$ cat src/rtl/vram_access_master.sv
// -----------------------------------------------------------------------------
// vram_access_master
//
// Bus initiator for single 8-bit read/write cycles into the video RAM window.
// A transaction walks IDLE -> SETUP -> STROBE -> HOLD -> IDLE.
// - SETUP drives the address and write data with no strobe asserted.
// - STROBE asserts n_we or n_oe until the synchronised ready line grants
//   access, or until the timeout expires.
// - HOLD releases the strobe and keeps the bus stable for one more cycle.
// Every output is registered.
//
// Ports
//   clk     : system clock, rising edge
//   n_rst   : asynchronous active-low reset
//   req     : start request, sampled in IDLE only
//   we      : 1 = write, 0 = read (latched with req)
//   addr    : target address (latched with req)
//   wdata   : write data (latched with req)
//   busy    : high from SETUP through HOLD
//   done    : one-cycle completion pulse in the first IDLE cycle
//   err     : valid with done, 1 = transaction timed out
//   rdata   : read data, updated on a successful read only
//   a       : bus address
//   n_we    : active-low write strobe
//   n_oe    : active-low read strobe
//   d_out   : bus write data
//   d_oe    : 1 = drive d_out onto the bus
//   d_in    : bus read data
//   n_rdy   : active-low ready from the VGA controller (asynchronous)
// -----------------------------------------------------------------------------
module vram_access_master #(
   parameter int SYNC_STAGES = 2,
   parameter int STROBE_MIN  = 2,
   parameter int TIMEOUT     = 1023
) (
   input  logic        clk,
   input  logic        n_rst,
   input  logic        req,
   input  logic        we,
   input  logic [15:0] addr,
   input  logic [7:0]  wdata,
   output logic        busy,
   output logic        done,
   output logic        err,
   output logic [7:0]  rdata,
   output logic [15:0] a,
   output logic        n_we,
   output logic        n_oe,
   output logic [7:0]  d_out,
   output logic        d_oe,
   input  logic [7:0]  d_in,
   input  logic        n_rdy
);

   localparam logic [15:0] LP_MIN = 16'(STROBE_MIN);
   localparam logic [15:0] LP_TMO = 16'(TIMEOUT);

   typedef enum logic [1:0] {
      ST_IDLE,
      ST_SETUP,
      ST_STROBE,
      ST_HOLD
   } state_t;

   state_t      r_state, w_state_next;
   logic [15:0] r_cnt, w_cnt_next;
   logic        r_we, w_we_next;
   logic        r_tmo, w_tmo_next;
   logic [15:0] r_a, w_a_next;
   logic [7:0]  r_dout, w_dout_next;
   logic        r_doe, w_doe_next;
   logic        r_nwe, w_nwe_next;
   logic        r_noe, w_noe_next;
   logic        r_busy, w_busy_next;
   logic        r_done, w_done_next;
   logic        r_err, w_err_next;
   logic [7:0]  r_rdata, w_rdata_next;

   // n_rdy synchroniser: stage 0 samples the pin, each later stage samples
   // the one before it. Every stage idles at 1 (not ready).
   logic [SYNC_STAGES-1:0] r_sync;
   logic [SYNC_STAGES-1:0] w_sync_d;
   logic                   w_rdy_s;

   genvar gi;
   generate
      for (gi = 0; gi < SYNC_STAGES; gi++) begin : g_sync
         if (gi == 0) begin : g_first
            assign w_sync_d[gi] = n_rdy;
         end else begin : g_chain
            assign w_sync_d[gi] = r_sync[gi-1];
         end
      end
   endgenerate

   assign w_rdy_s = r_sync[SYNC_STAGES-1];

   always_ff @(posedge clk or negedge n_rst) begin
      if (!n_rst) begin
         r_sync <= '1;
      end else begin
         r_sync <= w_sync_d;
      end
   end

   // State and registered outputs
   always_ff @(posedge clk or negedge n_rst) begin
      if (!n_rst) begin
         r_state <= ST_IDLE;
         r_cnt   <= '0;
         r_we    <= 1'b0;
         r_tmo   <= 1'b0;
         r_a     <= '0;
         r_dout  <= '0;
         r_doe   <= 1'b0;
         r_nwe   <= 1'b1;
         r_noe   <= 1'b1;
         r_busy  <= 1'b0;
         r_done  <= 1'b0;
         r_err   <= 1'b0;
         r_rdata <= '0;
      end else begin
         r_state <= w_state_next;
         r_cnt   <= w_cnt_next;
         r_we    <= w_we_next;
         r_tmo   <= w_tmo_next;
         r_a     <= w_a_next;
         r_dout  <= w_dout_next;
         r_doe   <= w_doe_next;
         r_nwe   <= w_nwe_next;
         r_noe   <= w_noe_next;
         r_busy  <= w_busy_next;
         r_done  <= w_done_next;
         r_err   <= w_err_next;
         r_rdata <= w_rdata_next;
      end
   end

   // Next state and next output values. Because the outputs are registered,
   // each branch computes what the bus should show in the *following* state.
   always_comb begin
      w_state_next = r_state;
      w_cnt_next   = r_cnt;
      w_we_next    = r_we;
      w_tmo_next   = r_tmo;
      w_a_next     = r_a;
      w_dout_next  = r_dout;
      w_doe_next   = r_doe;
      w_nwe_next   = 1'b1;
      w_noe_next   = 1'b1;
      w_busy_next  = r_busy;
      w_done_next  = 1'b0;
      w_err_next   = 1'b0;
      w_rdata_next = r_rdata;

      unique case (r_state)
         ST_IDLE: begin
            w_busy_next = 1'b0;
            w_doe_next  = 1'b0;
            w_cnt_next  = '0;
            if (req) begin
               w_state_next = ST_SETUP;
               w_we_next    = we;
               w_tmo_next   = 1'b0;
               w_a_next     = addr;
               w_doe_next   = we;
               w_busy_next  = 1'b1;
               if (we) begin
                  w_dout_next = wdata;
               end
            end
         end

         ST_SETUP: begin
            // Strobe goes active one cycle after the address settled.
            w_state_next = ST_STROBE;
            w_cnt_next   = 16'd1;
            w_nwe_next   = ~r_we;
            w_noe_next   = r_we;
         end

         ST_STROBE: begin
            if ((r_cnt >= LP_MIN) && !w_rdy_s) begin
               w_state_next = ST_HOLD;
               if (!r_we) begin
                  w_rdata_next = d_in;
               end
            end else if (r_cnt == LP_TMO) begin
               w_state_next = ST_HOLD;
               w_tmo_next   = 1'b1;
            end else begin
               w_cnt_next = r_cnt + 16'd1;
               w_nwe_next = ~r_we;
               w_noe_next = r_we;
            end
         end

         ST_HOLD: begin
            // Address and data stay put through HOLD; they are released
            // (d_oe dropped) on entry to IDLE together with the done pulse.
            w_state_next = ST_IDLE;
            w_done_next  = 1'b1;
            w_err_next   = r_tmo;
            w_busy_next  = 1'b0;
            w_doe_next   = 1'b0;
            w_cnt_next   = '0;
         end

         default: begin
            w_state_next = ST_IDLE;
         end
      endcase
   end

   assign busy  = r_busy;
   assign done  = r_done;
   assign err   = r_err;
   assign rdata = r_rdata;
   assign a     = r_a;
   assign n_we  = r_nwe;
   assign n_oe  = r_noe;
   assign d_out = r_dout;
   assign d_oe  = r_doe;

endmodule

$ cat config.mk
export PLATFORM = sky130hd
export DESIGN_NAME = vram_access_master
export DESIGN_NICKNAME = d
export VERILOG_FILES = /design/src/rtl/vram_access_master.sv
export SDC_FILE = /design/constraint.sdc
export NUM_CORES = 1
export LEC_CHECK = 0
export BUFFER_PORTS_ARGS = -buffer_cell sky130_fd_sc_hd__buf_2
export CORE_UTILIZATION = 40
export CTS_CLUSTER_DIAMETER = 100
export DETAILED_ROUTE_END_ITERATION = 12
export PLACE_DENSITY_LB_ADDON = 0.15
export SLEW_MARGIN = 0
export SYNTH_ARGS = -nofsm -noshare
export SYNTH_HDL_FRONTEND = slang
export SYNTH_SLANG_ARGS = --single-unit
$ cat constraint.sdc
create_clock -name clk -period 3.68 [get_ports clk]
set_input_delay 0.368 -clock clk [delete_from_list [all_inputs] [get_ports clk]]
set_output_delay 0.368 -clock clk [all_outputs]
set_load 0.01 [all_outputs]
After elaboration in Yosys (flattened, before gate mapping):

Index checks and enable logic that the tools add are counted.

* register bits after elaboration: 60
* bits in latches: 0
* bits in writable memories: 0
* bits in read-only memories: 0
* input port bits: 37
* memories kept: 0

* $add $sub $neg: 1
* multiply operators: 0
* divide/modulo/power cells: 0
* $lt $le $gt $ge: 1
* equal/unequal tests: 9
* shifts and indexed selects: 0
* muxes and demuxes: 23
* bitwise logic cells: 1
* reductions and logical operators: 12

Operator list (count)
* 16-bit one-hot mux with 3 select lines: 1
* 16-bit 2-to-1 mux: 2
* 16-bit by 1-bit adder with 16-bit output, second input constant: 1
* 16-bit by 10-bit equality test with 1-bit output, second input constant: 1
* 16-bit by 2-bit greater-or-equal comparator with 1-bit output, second input constant: 1
* 1-bit 2-to-1 mux: 11
* 1-bit one-hot mux with 2 select lines: 5
* 2-bit != test, second input constant: 4
* 2-bit one-hot mux with 4 select lines: 1
* 2-bit 2-to-1 mux: 3
* 2-bit AND reduction: 3
* 3-bit AND reduction: 2
* 2-bit equality test, second input constant: 2
* 4-bit AND reduction: 1
* 2-bit nonzero test: 2
* 3-bit != test, second input constant: 1
* 2-bit by 1-bit equality test with 1-bit output, second input constant: 1
* 2-bit logical NOT: 1
* 2-bit OR reduction: 1
* 1-bit logical AND: 1
* 1-bit logical NOT: 1
* 1-bit inverter: 1

Depth between registers and ports, before layout:

Gate-level depths: netlist of the first run.

* depth after elaboration: 4
* depth in mapped cells: 8
* gate-level depth less buffers: 6

Worst setup path after synthesis of the first run:

Ideal clock, no wire load.

* kind: register -> register
* start: register r_cnt[1]
* end: register r_state[1]
* data arrival time: 1.849 ns
* data required time: 3.555 ns
* setup slack: 1.707 ns
* stages on the path, launching flop included: 6
* path buffers: 0
* clock period less this slack: 1.973 ns
* path through: dfrtp_1 > ha_1 > nor4bb_1 > nand4_1 > a31oi_1 > mux2_2

* cells in the longest elaborated chain, start to end: 4
* elaborated cells on any way between the ends: 7
* classes of those cells: 1 x order compare; 2 x eq/ne; 2 x mux; 2 x reduce/logical

RTL lines
* start: declaration: RTL line 66 `logic [15:0] r_cnt, w_cnt_next;`
* start signal: assignment: RTL line 124 `r_cnt <= w_cnt_next;`
* 16-bit by 2-bit greater-or-equal comparator with 1-bit output: RTL line 183 `if ((r_cnt >= LP_MIN) && !w_rdy_s) begin`
* 1-bit logical AND: RTL line 183
* 2-bit 2-to-1 mux or 3-bit != test (tied branches)
* 2-bit one-hot mux with 4 select lines or 2-bit AND reduction (tied branches)
* end signal: assignment: RTL line 123 `r_state <= w_state_next;`
* end: declaration: RTL line 65 `state_t r_state, w_state_next;`

Parallel ways exist; a longest one is shown, timed or not.
A chain may end at the register's enable or synchronous reset.

Worst setup path in the final report of the first run:

* start: register r_cnt[0]
* end: register r_rdata[2], in the netlist rdata[2]

* cells in the longest elaborated chain, start to end: 3

RTL lines
* 16-bit by 2-bit greater-or-equal comparator with 1-bit output: RTL line 183
* 1-bit logical AND: RTL line 183
* 3-bit AND reduction (no source line)
* end signal: assignment: RTL line 135 `r_rdata <= w_rdata_next;`
* end: declaration: RTL line 77 `logic [7:0] r_rdata, w_rdata_next;`

No other way between the ends.

==> results of run 1 <==
-- layer usage --
| metal | wire (microns) | part of all wire | global-route usage | vias up |
|---|---|---|---|---|
| li1 | - | - | - | 1051 |
| met1 | 2850 | 0.47 | 0.238 | 1066 |
| met2 | 2780 | 0.46 | 0.270 | 81 |
| met3 | 371 | 0.061 | 0.0539 | 6 |
| met4 | 52 | 0.0086 | 0.0576 | 0 |
| met5 | 0 | 0 | 0 | - |
-- flip-flops by register name, indices dropped and copies added (netlist names) --
register  cells
a            16
busy          1
d_oe          1
d_out         8
done          1
err           1
n_oe          1
n_we          1
r_cnt        16
r_state       2
r_sync        2
r_tmo         1
r_we          1
rdata         8
-- layout by cell type (no fill, tap or decap), drive strengths merged, types with 3 or more instances in the layout --
cell type	netlist	layout
nor3	4	4
ha	6	6
nand2	14	14
a41oi	3	3
a311o	4	4
nand3	17	17
clkbuf	8	12
mux2	33	33
a31oi	4	4
o311ai	4	4
o41ai	4	4
o21ai	7	7
nor4	8	8
a21oi	3	3
inv	6	6
nor2	5	5
nand2b	3	3
and3	7	7
nand4	6	6
o211ai	3	3
and4	3	3
dfstp	4	4
or4	4	4
dfrtp	56	56
buf	5	77
-- Yosys cell counts (2+ instances only) --
library cell and number:
dfrtp_1 56, mux2_2 33, nand3_1 17, nand2_1 14
clkbuf_1 8, and3_1 7, o21ai_0 7, ha_1 6
inv_1 6, nand4_1 6, nor2_1 5, a311o_1 4
a31oi_1 4, buf_2 4, dfstp_2 4, nor3_1 4
nor4_1 4, o311ai_0 4, o41ai_1 4, or4_1 4
a21oi_1 3, and4_1 3, nand2b_1 3, nor4_2 3
o211ai_1 3, a41oi_1 2, and2_1 2, nand3b_1 2
nor2b_1 2, or3_1 2
-- worst paths after layout --
check	to	startpoint	cells past startpoint	slack (ns)
min in group clk	r_sync[0]	n_rdy	1	0.14
max reg2reg	rdata[2]	r_cnt[0]	6	1.01
min	r_cnt[15]	n_rst	1	0.13
min reg2reg	r_sync[1]	r_sync[0]	0	0.35
max in group asynchronous	a[15]	n_rst	2	2.72
max	rdata[2]	r_cnt[0]	6	1.01
-- layout make-up --
cell class,count,area [sq um],share of cell area
clock inverters,4,25.0,0.00728
inverters,6,22.5,0.00655
well taps,96,120,0.0349
repair buffers,77,393,0.114
clock buffers,12,145,0.0422
flip-flops and latches,60,1510,0.438
multi-input cells,158,1230,0.357
-- power groups by stage --
stage | logic (mW) | registers (mW) | clock network, mW
after floorplan | 0.516 | 1.13 | 0
after CTS | 0.985 | 1.03 | 0.536
final | 0.978 | 1.03 | 0.514
after global placement | 0.977 | 1.03 | 0
after global routing | 1.08 | 1.06 | 0.563
after detailed placement | 0.983 | 1.04 | 0
-- cell families after synthesis --
| logic type | synth area share |
|---|---|
| AOI/OAI and AO/OA | 0.102 |
| and+or+nand+nor | 0.176 |
| muxes | 0.132 |
| DFF | 0.536 |
| adders and majority gates | 0.0267 |
| buffers and inverters | 0.0272 |
-- worst max-delay path: cells and delay by family (launching register included) --
kind	cells	cell delay (ns)
and+or+nand+nor	2	0.55
DFF	1	0.44
muxes	1	0.41
AOI/OAI and AO/OA	1	0.88
buffers and inverters	1	0.10
adders and majority gates	1	0.17
==> metrics, run 1 <==
outcome=finished clean; Skew-Pair Late Insertion Delay=0.33 ns; Remaining DRCs=0; combinational share of power=0.388; NetSw=0.898 mW; EDFF count, synth=0; max-cap check violation count=0; slowest cell on the critical path=a41oi_2; Remaining Overflow, GRT=0; Max Clk Rate=0.374 GHz; Clock Power Share=0.204; max-slew violations=0; leakage power=1.57 nW; Die Y=85.8 microns; Clock Skew=0.00631 ns; Final min period=2.67 ns; remaining antenna violation count after routing=0; CTS max path bufs=2; fin crit share=0.727; final wirelength=6.06 mm; number of fill cells=611; first-pass GRT wire length=10.0 mm; cells along the critical path=inv_1, ha_1, nor4_2, a41oi_2, nand3_1, mux2_2; CORE AREA=0.00679 sq mm; initial antenna violation count=0; post-CTS setup buffers=0; Yosys Warn Count=0; DP Worst Slack=0.997 ns; Net Sw Frac=0.357; CTS sink count=60; element type at the critical path end=flop; category of the most critical setup path=reg2reg; TritonCTS Buffers=9; Via Count=2204; Nets=355; router iterations before antenna repair=4; area delta synth->final=22.4%; peak supply drop=0.386 mV; setup ws final=1.01 ns; sequential power share=0.407; cts hold-fix bufs=0; Startpoint Class=flop; Gates resized, CTS repair=0; Die Wd=85.8 microns; flops & latches, synth=60; crit-path max FO=24; Synth top area share=0.499; PwrDens=732 mW/mm^2; CTS tree=yes; routability cong.=0.820; Finished Core Util=0.506; post-DR vias/cell=5.34; register area share after synthesis=0.536; Data required, critical path=3.90 ns; n_diodes=0; Synth Net Count=280; Top-Level Pins=75; layout cells sized above 1=0.420; Routed WL per cell=14.7 microns; cell internal pwr=1.62 mW; final setup vio count=0; Inst Count DP=397; Finished Cell Area=0.00344 sq mm; max_slew headroom=0.289; worst hold slack=0.133 ns; DR iter-0 viols=135; H-tree lvl count=3; Final HPWL DP=4.07 mm; post-synthesis cell type count=41; crit-path max cell delay=0.88 ns; HP Class=in2async; Die ar.=0.00737 sq mm; Mapped Cells=237; Initial Utilization=0.414; Final Hold Vio Count=0; largest net degree at the start of global routing=39; synth top area cells=dfrtp_1 50%, mux2_2 13%, dfstp_2 3.7%; num rows=30; GRT Overall Usage=0.176; Design Power=2.52 mW; Mapped Area=0.00281 sq mm; clk slew on worst S/H paths=0.07 ns; Synth area leader=dfrtp_1; Placed Area=0.00327 sq mm; clk root buf=clkbuf_8; Worst-Margin Slew=1.07 ns; WP data arrival=2.89 ns; asr flop ratio synth=1.00; vias in the first global route=2126; Most used DFF post-synth=dfrtp_1; RSZ-0062 raised after global routing=false; Layout Cells excl Fill=413; Syn Area/Cell=11.9 sq um; setup TNS=0 ns; Port Buffers=74
Power figures use the tool's default switching activity.
==> inputs of run 2 (changes only) <==
==> constraint.sdc (replaced) <==
create_clock -name clk -period 2.1 [get_ports clk]
set_input_delay 0.21 -clock clk [delete_from_list [all_inputs] [get_ports clk]]
set_output_delay 0.21 -clock clk [all_outputs]
set_load 0.01 [all_outputs]
==> run 2 against run 1 <==
  * Die area is the same
  * Clock skew grew 0.0011 ns
  * Non-clock buffer count grew 24
  * Largest cell class unchanged
  * Sequential power grew 74%
  * Combinational power grew 95%
  * Largest power group is now combinational cells
  * Power grew 93%
  * Worst hold slack lost 0.035 ns
==> metrics, run 2 (same netlist as run 1, synthesis figures left out) <==
area delta synth->final=33.5%; CTS sink count=60; PwrDens=1300 mW/mm^2; clk root buf=clkbuf_8; Multi-input gate area=0.00127 sq mm; Final Hold Vio Count=0; H-tree lvl count=3; crit-path max cell delay=0.43 ns; number of fill cells=599; Startpoint Class=flop; Net Sw Frac=0.342; max-slew violations=0; Remaining DRCs=0; router iterations before antenna repair=6; commonest cells after routing, fill and taps aside=74 x buf_2, 56 x dfrtp_1, 33 x mux2_2; Clock Power Share=0.239; max layer used=met4; leakage power=1.73 nW; hold depth=2; cells on worst reg2reg path=6; routed length on met1=3.04 mm; kind of cell adding the most delay to the critical path=simple AND/OR/NAND/NOR gates; category of the most critical setup path=reg2reg; Remaining Overflow, GRT=0; cells along the critical path=buf_4, ha_1, nor4bb_4, nand4_1, a31oi_2, mux2_2; final wirelength=6.41 mm; initial antenna violation count=0; element type at the critical path end=flop; GRT Overall Usage=0.195; WP buf/inv=1; Skew-Pair Late Insertion Delay=0.34 ns; n_diodes=0; DR iter-0 viols=134; combinational share of power=0.394; CTS tree=yes; Die Y=85.8 microns; commonest non-fill, non-tap cell in the layout=buf_2; Sequential cell area=0.00151 sq mm; Die ar.=0.00737 sq mm; Finished Cell Area=0.00375 sq mm; TritonCTS Buffers=9; Placed Area=0.00345 sq mm; post-DR vias/cell=5.29; peak supply drop=0.845 mV; HP Class=in2reg; DP Worst Slack=0.0960 ns; Port Buffers=74; fin crit share=0.947; Worst-Margin Slew=0.441 ns; Nets=379; largest net degree at the start of global routing=61; remaining antenna violation count after routing=0; max_slew headroom=0.703; crit-path max FO=6; RSZ-0062 raised after global routing=true; max-cap check violation count=0; Clock Skew=0.00741 ns; DR WL met3=344 microns; cell depth of the worst setup path=6; Final HPWL DP=4.56 mm; met2 WL=2.95 mm; layout cells sized above 1=0.472; Final min period=1.99 ns; Initial Utilization=0.414; Top-Level Pins=75; Data required, critical path=2.33 ns; NetSw=1.66 mW; Via Count=2313; first-pass GRT wire length=11.1 mm; outcome=finished clean; setup ws final=0.112 ns; final setup vio count=0; WP data arrival=2.22 ns; Die Wd=85.8 microns; routability cong.=0.818; slowest cell on the critical path=dfrtp_1; clk slew on worst S/H paths=0.07 ns; Routed WL per cell=14.7 microns; num rows=30; Max Clk Rate=0.503 GHz; CTS max path bufs=2; CORE AREA=0.00679 sq mm; vias in the first global route=2221; cell internal pwr=3.20 mW; sequential power share=0.367
==> run 2: area by class of cell <==
type                            count  area share
Clock inverter                      7      0.0267
Inverter                            6     0.00600
Timing Repair Buffer              101       0.162
Clock buffer                        9      0.0330
Tap cell                           96      0.0320
Multi-Input combinational cell    158       0.339
Sequential cell                    60       0.401
==> run 2: timing repair <==
item / CTS / global route
setup endpoints to repair: 0 / 15
setup buffers: 0 / 1
hold endpoints to repair: 57 / 0
hold buffers: 2 / 0
resized for setup: 0 / 8
==> run 2: worst register-to-register path, stage by stage (launching register included) <==
cell and delay [ns]:
dfrtp_1 0.43, buf_4 0.17, ha_1 0.18, nor4bb_4 0.32
nand4_1 0.18, a31oi_2 0.25, mux2_2 0.35
==> run 2: per-layer routing <==
| layer | GRT usage | up-vias |
|---|---|---|
| met5 | 0 | - |
| met2 | 0.281 | 82 |
| met3 | 0.0654 | 5 |
| met1 | 0.273 | 1128 |
| met4 | 0.0667 | 0 |
| li1 | - | 1098 |
==> run 2: through the flow <==
| step | hold slack (ns) | util | setup TNS, ns | power [mW] | cells |
|---|---|---|---|---|---|
| finish | 0.0984 | 0.552 | 0 | 4.86 | 437 |
| global route | 0.0777 | 0.552 | -0.0131 | 5.18 | 437 |
| floorplan | -0.0856 | - | 0 | 2.89 | 237 |
| global placement | 0.245 | 0.508 | 0 | 3.66 | 418 |
| detailed placement | 0.247 | 0.508 | 0 | 3.69 | 418 |
| CTS | 0.0827 | 0.544 | 0 | 4.88 | 436 |
==> run 2: power groups by stage <==
| stage | clock network (mW) | logic, mW | registers [mW] |
|---|---|---|---|
| 6_report | 1.16 | 1.91 | 1.79 |
| 5_1_grt | 1.24 | 2.10 | 1.84 |
| 4_1_cts | 1.20 | 1.89 | 1.79 |
| 3_5_place_dp | 0 | 1.89 | 1.80 |
| 2_1_floorplan | 0 | 0.904 | 1.98 |
| 3_3_place_gp | 0 | 1.86 | 1.79 |
==> run 2: worst paths after layout <==
path / startpoint / to / slack [ns]
max: r_cnt[1] / r_state[1] / 0.11
min: addr[7] / a[7] / 0.1
max reg2reg: r_cnt[1] / r_state[1] / 0.11
min reg2reg: r_sync[0] / r_sync[1] / 0.36
max in group asynchronous: n_rst / r_sync[0] / 1.37
min in group asynchronous: n_rst / r_cnt[4] / 0.39
==> inputs of run 3 (changes only) <==
--- a/config.mk
+++ b/config.mk
@@ -9,6 +9,7 @@
 export CORE_UTILIZATION = 40
 export CTS_CLUSTER_DIAMETER = 100
 export DETAILED_ROUTE_END_ITERATION = 12
+export HOLD_SLACK_MARGIN = 0.15
 export PLACE_DENSITY_LB_ADDON = 0.15
 export SLEW_MARGIN = 0
 export SYNTH_ARGS = -nofsm -noshare
==> run 3 against run 2 <==
  * Combinational power rose by 4%
  * Sequential cell count did not move
  * Clock-buffer cell count did not move
  * First-iteration DRC count fell by 3.7%
  * Largest power group unchanged
  * Clock power barely moved
  * Critical path type unchanged
  * Die area did not move
  * Highest routed layer unchanged
==> metrics, run 3 (same netlist as run 1, synthesis figures left out) <==
max-cap check violation count=0; CTS tree=yes; Nets=412; TritonCTS Buffers=9; Skew-Pair Late Insertion Delay=0.34 ns; Startpoint Class=flop; num rows=30; Die Y=85.8 microns; max_slew headroom=0.705; setup TNS=0 ns; Sequential cell area=0.00151 sq mm; Initial Utilization=0.414; final setup vio count=0; Die ar.=0.00737 sq mm; Multi-input gate area=0.00127 sq mm; layout cells sized above 1=0.430; Routed WL per cell=14.7 microns; PwrDens=1210 mW/mm^2; GRT Overall Usage=0.208; Final Hold Vio Count=0; router iterations before antenna repair=4; max-slew violations=0; post-DR vias/cell=5.17; Via Count=2430; clk root buf=clkbuf_8; CORE AREA=0.00679 sq mm; outcome=finished clean; Worst-Margin Slew=0.438 ns; HP Class=in2reg; peak supply drop=0.829 mV; min-delay src=req; Max Clk Rate=0.504 GHz; fin crit share=0.945; Final HPWL DP=4.56 mm; Critical R2R Capture=r_state[1]; element type at the critical path end=flop; Finished Cell Area=0.00408 sq mm; end of the worst hold path=busy; crit-path max FO=6; largest net degree at the start of global routing=61; RSZ-0062 raised after global routing=true; H-tree lvl count=3; hold depth=3; vias in the first global route=2438; Data required, critical path=2.33 ns; R2R Path Start=r_cnt[1]; Port Buffers=74; CTS max path bufs=2; initial antenna violation count=0; category of the most critical setup path=reg2reg; CTS sink count=60; remaining antenna violation count after routing=0; n_diodes=0; reg2reg setup slack=0.12 ns; commonest cells after routing, fill and taps aside=74 x buf_2, 56 x dfrtp_1, 35 x dlygate4sd3_1; Remaining DRCs=0; DR iter-0 viols=129; final wirelength=6.93 mm; Top-Level Pins=75; number of fill cells=557; WP data arrival=2.21 ns; cells on worst reg2reg path=6; Placed Area=0.00345 sq mm; Remaining Overflow, GRT=0; leakage power=1.87 nW; routability cong.=0.818; clk slew on worst S/H paths=0.07 ns; Die Wd=85.8 microns; area delta synth->final=45.3%; commonest non-fill, non-tap cell in the layout=buf_2; first-pass GRT wire length=11.8 mm; Clock Skew=0.0101 ns; Final min period=1.98 ns
-- run 3: final cells by class --
type                    instances  area share
clock buffers                   9      0.0303
clock inverters                 7      0.0245
inverters                       6     0.00552
multi-input cells             158       0.312
flip-flops and latches         60       0.369
well taps                      96      0.0294
repair buffers                134       0.230
-- run 3: critical path: stages, from the launching register on --
cell and delay, ns:
dfrtp_1 0.43, buf_4 0.17, ha_1 0.18, nor4bb_4 0.32
nand4_1 0.18, a31oi_2 0.25, mux2_2 0.35
-- run 3: through the flow --
step,power [mW],setup slack (ns),hold slack [ns],utilization,instances
2_1_floorplan,2.89,0.127,-0.0856,-,237
3_3_place_gp,3.66,0.152,0.245,0.508,418
3_5_place_dp,3.69,0.0960,0.247,0.508,418
4_1_cts,4.92,0.0730,0.174,0.593,469
5_1_grt,5.25,-0.0126,0.204,0.601,470
6_report,4.94,0.116,0.190,0.601,470
-- run 3: worst max-delay path by stage --
stage               slack, ns  depth (start not counted)         end     start
global route            -0.01                          6  r_state[1]  r_cnt[1]
detailed placement        0.1                          7   r_cnt[15]  r_cnt[1]
CTS                      0.07                          6    r_cnt[7]  r_cnt[1]
finish                   0.12                          6  r_state[1]  r_cnt[1]
floorplan                0.13                          5  r_state[1]  r_cnt[1]
global placement         0.15                          5    r_cnt[8]  r_cnt[9]
-- run 3: repair_timing --
item / 4_1_cts / 5_1_grt
gates resized for setup: 0 / 8
endpoints found under the setup margin: 0 / 15
buffers inserted: 0 / 1
hold buffers: 35 / 0
endpoints found under the hold margin: 90 / 0
-- run 3: layer usage --
metal  wire length (microns)  global-route usage  vias up  part of all wire
met5                       0                   0        -                 0
met4                      46              0.0667        0            0.0066
met3                     340              0.0654        6             0.049
met2                    3300               0.324       71              0.48
met1                    3250               0.277     1194              0.47
li1                        -                   -     1159                 -
-- run 3: where the power goes --
group	total (mW)	internal (mW)	switching (mW)
logic	1.98	0.981	0.996
clock network	1.17	0.676	0.492
registers	1.79	1.58	0.209
